===== src/rtl/model_block_scheduler_pkg.sv =====
// -----------------------------------------------------------------------------
// model_block_scheduler_pkg
// Shared types and defaults for the model block scheduler.
//   model_state_t   : model FSM states (IDLE, ACF, SOLVE, READY)
//   release_state_t : release FSM states (WAIT, STREAM)
//   *_DEF           : default parameter values for the scheduler
// -----------------------------------------------------------------------------
package model_block_scheduler_pkg;

    localparam int BLOCK_SIZE_DEF    = 4096;
    localparam int ORDER_DEF         = 12;
    localparam int SOLVE_TIMEOUT_DEF = 2048;

    typedef enum logic [1:0] {
        M_IDLE  = 2'd0,
        M_ACF   = 2'd1,
        M_SOLVE = 2'd2,
        M_READY = 2'd3
    } model_state_t;

    typedef enum logic {
        R_WAIT   = 1'b0,
        R_STREAM = 1'b1
    } release_state_t;

endpackage


===== src/rtl/model_block_scheduler_release_ctrl.sv =====
// -----------------------------------------------------------------------------
// block_release_ctrl
// Release FSM plus its per-block release counter. Waits until a model is
// ready and at least one full block is buffered, takes the model, then streams
// BLOCK_SIZE read strobes to the buffered sample path.
//
// Ports
//   iClock       : clock
//   iReset       : asynchronous active-low reset
//   iEnable      : global advance qualifier; low holds all state
//   iReady       : downstream can accept a sample this cycle
//   iModelReady  : model FSM is in READY
//   iPendingNz   : at least one fully buffered block exists
//   oRelease     : read strobe, one sample per pulse
//   oBlockStart  : coincident with release index 0
//   oBlockEnd    : coincident with release index BLOCK_SIZE-1
//   oTake        : pulse when the model is consumed (WAIT -> STREAM)
//   oState       : debug view of the release FSM state
//
// Handshake: in STREAM a sample moves on every cycle where iReady and iEnable
// are both high; oRelease is that product, purely combinational, and the
// release counter advances only on those cycles.
// -----------------------------------------------------------------------------
module block_release_ctrl
    import model_block_scheduler_pkg::*;
#(
    parameter int BLOCK_SIZE = BLOCK_SIZE_DEF
) (
    input  logic iClock,
    input  logic iReset,
    input  logic iEnable,
    input  logic iReady,
    input  logic iModelReady,
    input  logic iPendingNz,
    output logic oRelease,
    output logic oBlockStart,
    output logic oBlockEnd,
    output logic oTake,
    output logic oState
);

    localparam int CW = (BLOCK_SIZE > 1) ? $clog2(BLOCK_SIZE) : 1;
    localparam logic [CW-1:0] LAST_IDX = CW'(BLOCK_SIZE - 1);

    release_state_t state_q, state_d;
    logic [CW-1:0]  cnt_q, cnt_d;

    always_ff @(posedge iClock or negedge iReset) begin
        if (!iReset) begin
            state_q <= R_WAIT;
            cnt_q   <= '0;
        end else begin
            state_q <= state_d;
            cnt_q   <= cnt_d;
        end
    end

    always_comb begin
        state_d     = state_q;
        cnt_d       = cnt_q;
        oRelease    = 1'b0;
        oBlockStart = 1'b0;
        oBlockEnd   = 1'b0;
        oTake       = 1'b0;
        case (state_q)
            R_WAIT: begin
                if (iEnable && iModelReady && iPendingNz) begin
                    oTake   = 1'b1;
                    state_d = R_STREAM;
                    cnt_d   = '0;
                end
            end
            R_STREAM: begin
                if (iEnable && iReady) begin
                    oRelease    = 1'b1;
                    oBlockStart = (cnt_q == '0);
                    oBlockEnd   = (cnt_q == LAST_IDX);
                    if (cnt_q == LAST_IDX) begin
                        state_d = R_WAIT;
                        cnt_d   = '0;
                    end else begin
                        cnt_d = cnt_q + 1'b1;
                    end
                end
            end
            default: begin
                state_d = R_WAIT;
                cnt_d   = '0;
            end
        endcase
    end

    assign oState = state_q;

endmodule


===== src/rtl/model_block_scheduler.sv =====
// -----------------------------------------------------------------------------
// model_block_scheduler
// Coordinates sample buffering with LPC model computation. Counts incoming
// samples into blocks (up to two fully buffered blocks pending), tracks the
// model pipeline (ACF collection, solve, ready) and hands a ready model plus a
// buffered block to block_release_ctrl, which streams the samples out.
//
// Optional feature: define MODEL_SCHED_WATCHDOG_EN to add a SOLVE watchdog.
// After SOLVE_TIMEOUT cycles in SOLVE without iModelDone the model FSM moves
// to READY anyway and the sticky oTimeout port marks the model as failed.
// Without the macro there is no watchdog counter and no oTimeout port.
//
// Ports
//   iClock        : clock
//   iReset        : asynchronous active-low reset
//   iEnable       : global advance qualifier; low holds all state
//   iSValid       : one sample entered the delay/FIFO path
//   iACFValid     : one ACF word presented to the divider
//   iModelDone    : quantizer finished the current block's coefficients
//   iReady        : downstream residual stage can accept a sample
//   oRelease      : read strobe for the buffered sample path
//   oBlockStart   : first released sample of a block
//   oBlockEnd     : last released sample of a block
//   oPending      : fully buffered, not yet released blocks (0..2)
//   oBusy         : model FSM not idle
//   oOverflow     : sticky; sample block or ACF word arrived with no room
//   oTimeout      : sticky watchdog flag (watchdog builds only)
//   oModelState   : debug view of the model FSM state
//   oReleaseState : debug view of the release FSM state
// -----------------------------------------------------------------------------
module model_block_scheduler
    import model_block_scheduler_pkg::*;
#(
    parameter int BLOCK_SIZE    = BLOCK_SIZE_DEF,
    parameter int ORDER         = ORDER_DEF,
    parameter int SOLVE_TIMEOUT = SOLVE_TIMEOUT_DEF
) (
    input  logic       iClock,
    input  logic       iReset,
    input  logic       iEnable,
    input  logic       iSValid,
    input  logic       iACFValid,
    input  logic       iModelDone,
    input  logic       iReady,
    output logic       oRelease,
    output logic       oBlockStart,
    output logic       oBlockEnd,
    output logic [1:0] oPending,
    output logic       oBusy,
    output logic       oOverflow,
`ifdef MODEL_SCHED_WATCHDOG_EN
    output logic       oTimeout,
`endif
    output logic [1:0] oModelState,
    output logic       oReleaseState
);

    localparam int SCW = (BLOCK_SIZE > 1) ? $clog2(BLOCK_SIZE) : 1;
    localparam int ACW = (ORDER > 0) ? $clog2(ORDER + 1) : 1;

    // ------------------------------------------------------------------
    // Sample block counter and pending-block bookkeeping
    // ------------------------------------------------------------------
    logic [SCW-1:0] sample_cnt_q;
    logic [1:0]     pending_q;
    logic           overflow_q;
    logic           sample_in;
    logic           block_done;
    logic           rel_end;
    logic           pend_ovf;
    logic           acf_ovf;

    assign sample_in  = iEnable & iSValid;
    assign block_done = sample_in && (sample_cnt_q == SCW'(BLOCK_SIZE - 1));
    // A third block completing with two already pending has nowhere to go,
    // unless the streamed block frees its slot on the same edge.
    assign pend_ovf   = block_done && !rel_end && (pending_q == 2'd2);

    always_ff @(posedge iClock or negedge iReset) begin
        if (!iReset) begin
            sample_cnt_q <= '0;
        end else if (sample_in) begin
            sample_cnt_q <= block_done ? '0 : sample_cnt_q + 1'b1;
        end
    end

    always_ff @(posedge iClock or negedge iReset) begin
        if (!iReset) begin
            pending_q <= 2'd0;
        end else if (block_done && !rel_end) begin
            if (pending_q != 2'd2) begin
                pending_q <= pending_q + 2'd1;
            end
        end else if (rel_end && !block_done) begin
            pending_q <= pending_q - 2'd1;
        end
    end

    // ------------------------------------------------------------------
    // Model FSM
    // ------------------------------------------------------------------
    model_state_t   m_state_q, m_state_d;
    logic [ACW-1:0] acf_cnt_q, acf_cnt_d;
    logic           acf_in;
    logic           take;

    assign acf_in  = iEnable & iACFValid;
    assign acf_ovf = acf_in && ((m_state_q == M_SOLVE) || (m_state_q == M_READY));

`ifdef MODEL_SCHED_WATCHDOG_EN
    localparam int WDW = (SOLVE_TIMEOUT > 1) ? $clog2(SOLVE_TIMEOUT) : 1;
    logic [WDW-1:0] wd_cnt_q, wd_cnt_d;
    logic           timeout_q, timeout_d;

    always_ff @(posedge iClock or negedge iReset) begin
        if (!iReset) begin
            wd_cnt_q  <= '0;
            timeout_q <= 1'b0;
        end else begin
            wd_cnt_q  <= wd_cnt_d;
            timeout_q <= timeout_d;
        end
    end

    assign oTimeout = timeout_q;
`endif

    always_ff @(posedge iClock or negedge iReset) begin
        if (!iReset) begin
            m_state_q <= M_IDLE;
            acf_cnt_q <= '0;
        end else begin
            m_state_q <= m_state_d;
            acf_cnt_q <= acf_cnt_d;
        end
    end

    always_comb begin
        m_state_d = m_state_q;
        acf_cnt_d = acf_cnt_q;
`ifdef MODEL_SCHED_WATCHDOG_EN
        wd_cnt_d  = wd_cnt_q;
        timeout_d = timeout_q;
`endif
        case (m_state_q)
            // IDLE and ACF share the word counter: the first word moves to
            // ACF, the (ORDER+1)th word moves on to SOLVE.
            M_IDLE, M_ACF: begin
                if (acf_in) begin
                    if (acf_cnt_q == ACW'(ORDER)) begin
                        m_state_d = M_SOLVE;
                        acf_cnt_d = '0;
`ifdef MODEL_SCHED_WATCHDOG_EN
                        wd_cnt_d  = '0;
`endif
                    end else begin
                        m_state_d = M_ACF;
                        acf_cnt_d = acf_cnt_q + 1'b1;
                    end
                end
            end
            M_SOLVE: begin
                if (iEnable && iModelDone) begin
                    m_state_d = M_READY;
                end
`ifdef MODEL_SCHED_WATCHDOG_EN
                else if (iEnable) begin
                    if (wd_cnt_q == WDW'(SOLVE_TIMEOUT - 1)) begin
                        m_state_d = M_READY;
                        timeout_d = 1'b1;
                    end else begin
                        wd_cnt_d = wd_cnt_q + 1'b1;
                    end
                end
`endif
            end
            M_READY: begin
                if (take) begin
                    m_state_d = M_IDLE;
                end
            end
            default: begin
                m_state_d = M_IDLE;
                acf_cnt_d = '0;
            end
        endcase
    end

    always_ff @(posedge iClock or negedge iReset) begin
        if (!iReset) begin
            overflow_q <= 1'b0;
        end else if (pend_ovf || acf_ovf) begin
            overflow_q <= 1'b1;
        end
    end

    // ------------------------------------------------------------------
    // Release controller
    // ------------------------------------------------------------------
    block_release_ctrl #(
        .BLOCK_SIZE (BLOCK_SIZE)
    ) u_release (
        .iClock      (iClock),
        .iReset      (iReset),
        .iEnable     (iEnable),
        .iReady      (iReady),
        .iModelReady (m_state_q == M_READY),
        .iPendingNz  (pending_q != 2'd0),
        .oRelease    (oRelease),
        .oBlockStart (oBlockStart),
        .oBlockEnd   (rel_end),
        .oTake       (take),
        .oState      (oReleaseState)
    );

    assign oBlockEnd   = rel_end;
    assign oPending    = pending_q;
    assign oBusy       = (m_state_q != M_IDLE);
    assign oOverflow   = overflow_q;
    assign oModelState = m_state_q;

endmodule


===== config.mk =====
export PLATFORM = sky130hd
export DESIGN_NAME = model_block_scheduler
export DESIGN_NICKNAME = d
export VERILOG_FILES = /design/src/rtl/model_block_scheduler_pkg.sv /design/src/rtl/model_block_scheduler_release_ctrl.sv /design/src/rtl/model_block_scheduler.sv
export SDC_FILE = /design/constraint.sdc
export NUM_CORES = 1
export LEC_CHECK = 0
export CAP_MARGIN = 20
export CELL_PAD_IN_SITES_DETAIL_PLACEMENT = 2
export CELL_PAD_IN_SITES_GLOBAL_PLACEMENT = 2
export CORE_MARGIN = 2
export CORE_UTILIZATION = 43
export DETAILED_ROUTE_END_ITERATION = 16
export DONT_BUFFER_PORTS = 1
export PLACE_DENSITY = 0.88
export SYNTH_ARGS = -nofsm -noshare
export SYNTH_HDL_FRONTEND = slang
export SYNTH_SLANG_ARGS = --single-unit

===== constraint.sdc =====
create_clock -name iClock -period 4.9 [get_ports iClock]
set_input_delay 0.735 -clock iClock [delete_from_list [all_inputs] [get_ports iClock]]
set_output_delay 0.735 -clock iClock [all_outputs]
set_load 0.01 [all_outputs]

==> metrics.txt <==
setup ws final 2.35 ns; worst IR drop on VDD 0.263 mV; most common cell after layout, fill and taps aside dfrtp_1; number of distinct library cells after synthesis 44; register area share after synthesis 45.1%; FP Rows 24; dpl ws 2.68 ns; Yosys top cell area share a little under half; ratio of cells with drive above 1 in the final layout 8.46%; TritonRoute pass-1 iters 4; Worst Path Buf+Inv 0; final WL approximately 5100 um; nets@finish roughly 210; Clk Latency, worst-skew pair 0.29 ns; Area Growth Syn to Fin 7.16%; GP Congestion 0.842; syn_area_per_cell between 9 and 10 um2; Post-Syn Instances a little under 200; Cell Int Power 524 uW; crit path cell chain nand3_1, nor4b_1, and3_1; asr flop ratio synth between 90% and 100%; # hold bufs at CTS 0; syn_nets between 200 and 250; Clock power frac 27.2%; Finished Layout Cells 253; combinational power share 19.9%; Critical Path Max Stage Delay 0.67 ns; DIE HEIGHT between 70 and 80 um; die footprint 4940 um2; WP data required 4.16 ns; antenna viol nets, final 0; # resized after CTS 0; #FFs+latches synth 34; CP Capture Type output port; Max Fclk roughly 390 MHz; Sink Count 34; Min-Delay Path Class input pin to asynchronous set/reset pin; Top delay family on crit path simple AND/OR/NAND/NOR gates; max-cap violation count 0; CORE AREA 4290 um2; EDFF count, synth 0; Final Hold Vio Count 0; RSZ-0062 raised after global routing false; Vias/cell about 6.0; PD cells 401 nW/um2; die width 70.3 um; YS warnings 0; DRT iter0 DRCs 48; crit path max fanout 12; cts bufs inserted 5; largest net degree at the start of global routing 35; crit path launch type flip-flop; I/O pin cnt 17; outcome completed; Initial Util 44.0%; Setup TNS 0 ns; placed instance count 245; final max-slew violation count 0; Tmin final 2.55 ns; Worst-Margin Slew 0.896 ns; slew margin rel. 40.1%; CTS root buf clkbuf_8; via count approximately 1500; NetSw around 290 uW; Mapped Area between 1500 and 2000 um2; vias in the first global route around 1700; P_leak 0.000879 uW; clk buf depth 2; # setup viols final 0; global-route wire length before repair slightly below 9000 um; Tot GR Track Use 23.2%; WL per Instance slightly above 20 um; final design utilization 47.1%; DRC errors left 0; H-Tree Depth 2; GRT overflow 0; CTS tree yes; Sequential Power Share 52.9%; Yosys top cell by area dfrtp_1; ys flop type dfrtp_1; ranking of synthesized cells by area dfrtp_1 (45%), nand2_1 (4.0%), o21ai_0 (3.7%); Final HPWL DP around 3800 um; commonest non-fill, non-tap cells in the layout dfrtp_1 (34), nand2_1 (20), nor2_1 (14), o21ai_0 (14), nand3_1 (13); switching fraction of total power 35.5%; Final period util 51.9%; PortBufs 0; Critical Path AT 1.81 ns; slowest CP cell dfrtp_1; Reg clk slew, reported paths about 0.080 ns; diodes inserted 0; setup bufs post-CTS 0; initial antenna violation count 0; CP Class flip-flop to output port; Setup Skew between 0.01 and 0.015 ns
## sequential cells by signal (all words and copies together), names as in the netlist
name              count
u_release.cnt_q      12
oModelState           2
oOverflow             1
u_release.oState      1
oPending              2
acf_cnt_q             4
sample_cnt_q         12
## path summary, 6_finish.rpt
kind / slack (ns) / startpoint / to / depth (start not counted)
worst max-delay path: 2.35 / u_release.oState / oBlockStart / 3
worst min-delay path: 0.13 / iReset / u_release.oState / 0
worst max register to register: 2.73 / u_release.oState / u_release.cnt_q[9] / 5
worst min register to register: 0.50 / sample_cnt_q[2] / sample_cnt_q[2] / 1
max in group asynchronous: 4.68 / iReset / u_release.cnt_q[3] / 0
min in group iClock: 0.50 / sample_cnt_q[2] / sample_cnt_q[2] / 1
## synth_stat cells (all sizes together) (2+ instances only)
cell     n
buf      5
o31ai    4
or3      2
dfrtp   34
nand3b   2
nor3b    2
nor2    15
inv      8
nand2b   4
nand3   13
and3     6
nor4     4
o21ai   21
and4     3
a21oi    5
xor2     7
a31oi    3
nor3     5
ha       5
a21o     2
xnor2    4
nand4    8
nor2b    2
nand2   20
o41ai    2
## per-layer routing
metal	track usage [%]	part of all wire, %
met1	29.5	43
met5	0	0
met3	5.05	2.4
met2	39.4	53
met4	7.05	0.70
## power by group through the flow
stage                     Sequential [uW]  Combinational, uW  Clock, uW
final                                 429                162        221
after global routing                  441                189        237
after CTS                             428                165        229
after detailed placement              433                164          0
after global placement                419                144          0
after floorplan                       399                134          0
## cells by family (layout without fill, tap and decap cells)
kind of cell / after synthesis / count (layout) / synth area share [%]
AND/OR/NAND/NOR: 92 / 92 / 28.5
XOR/XNOR: 11 / 11 / 5.10
AO/OA/AOI/OAI: 42 / 42 / 14.5
buffers and inverters: 13 / 16 / 2.92
adder cells (fa/ha/maj): 5 / 5 / 3.31
multiplexers: 1 / 1 / 0.596
flip-flops: 34 / 34 / 45.1
## layout make-up
cell class	instances	area, um2
flip-flops and latches	34	851
well taps	52	65.1
clock inverters	2	12.5
multi-input cells	151	982
inverters	8	30.0
clock buffers	6	82.6
fillers	456	2270
## per-stage QoR
stage | hold WS (ns) | area [um2] | total power (uW)
after floorplan | 0.439 | 1890 | 533
after global placement | 0.440 | 1930 | 563
after detailed placement | 0.440 | 1930 | 597
after CTS | 0.115 | 2020 | 822
after global routing | 0.110 | 2020 | 868
final | 0.128 | 2020 | 812
No activity file was read; power rests on OpenSTA's default activity.
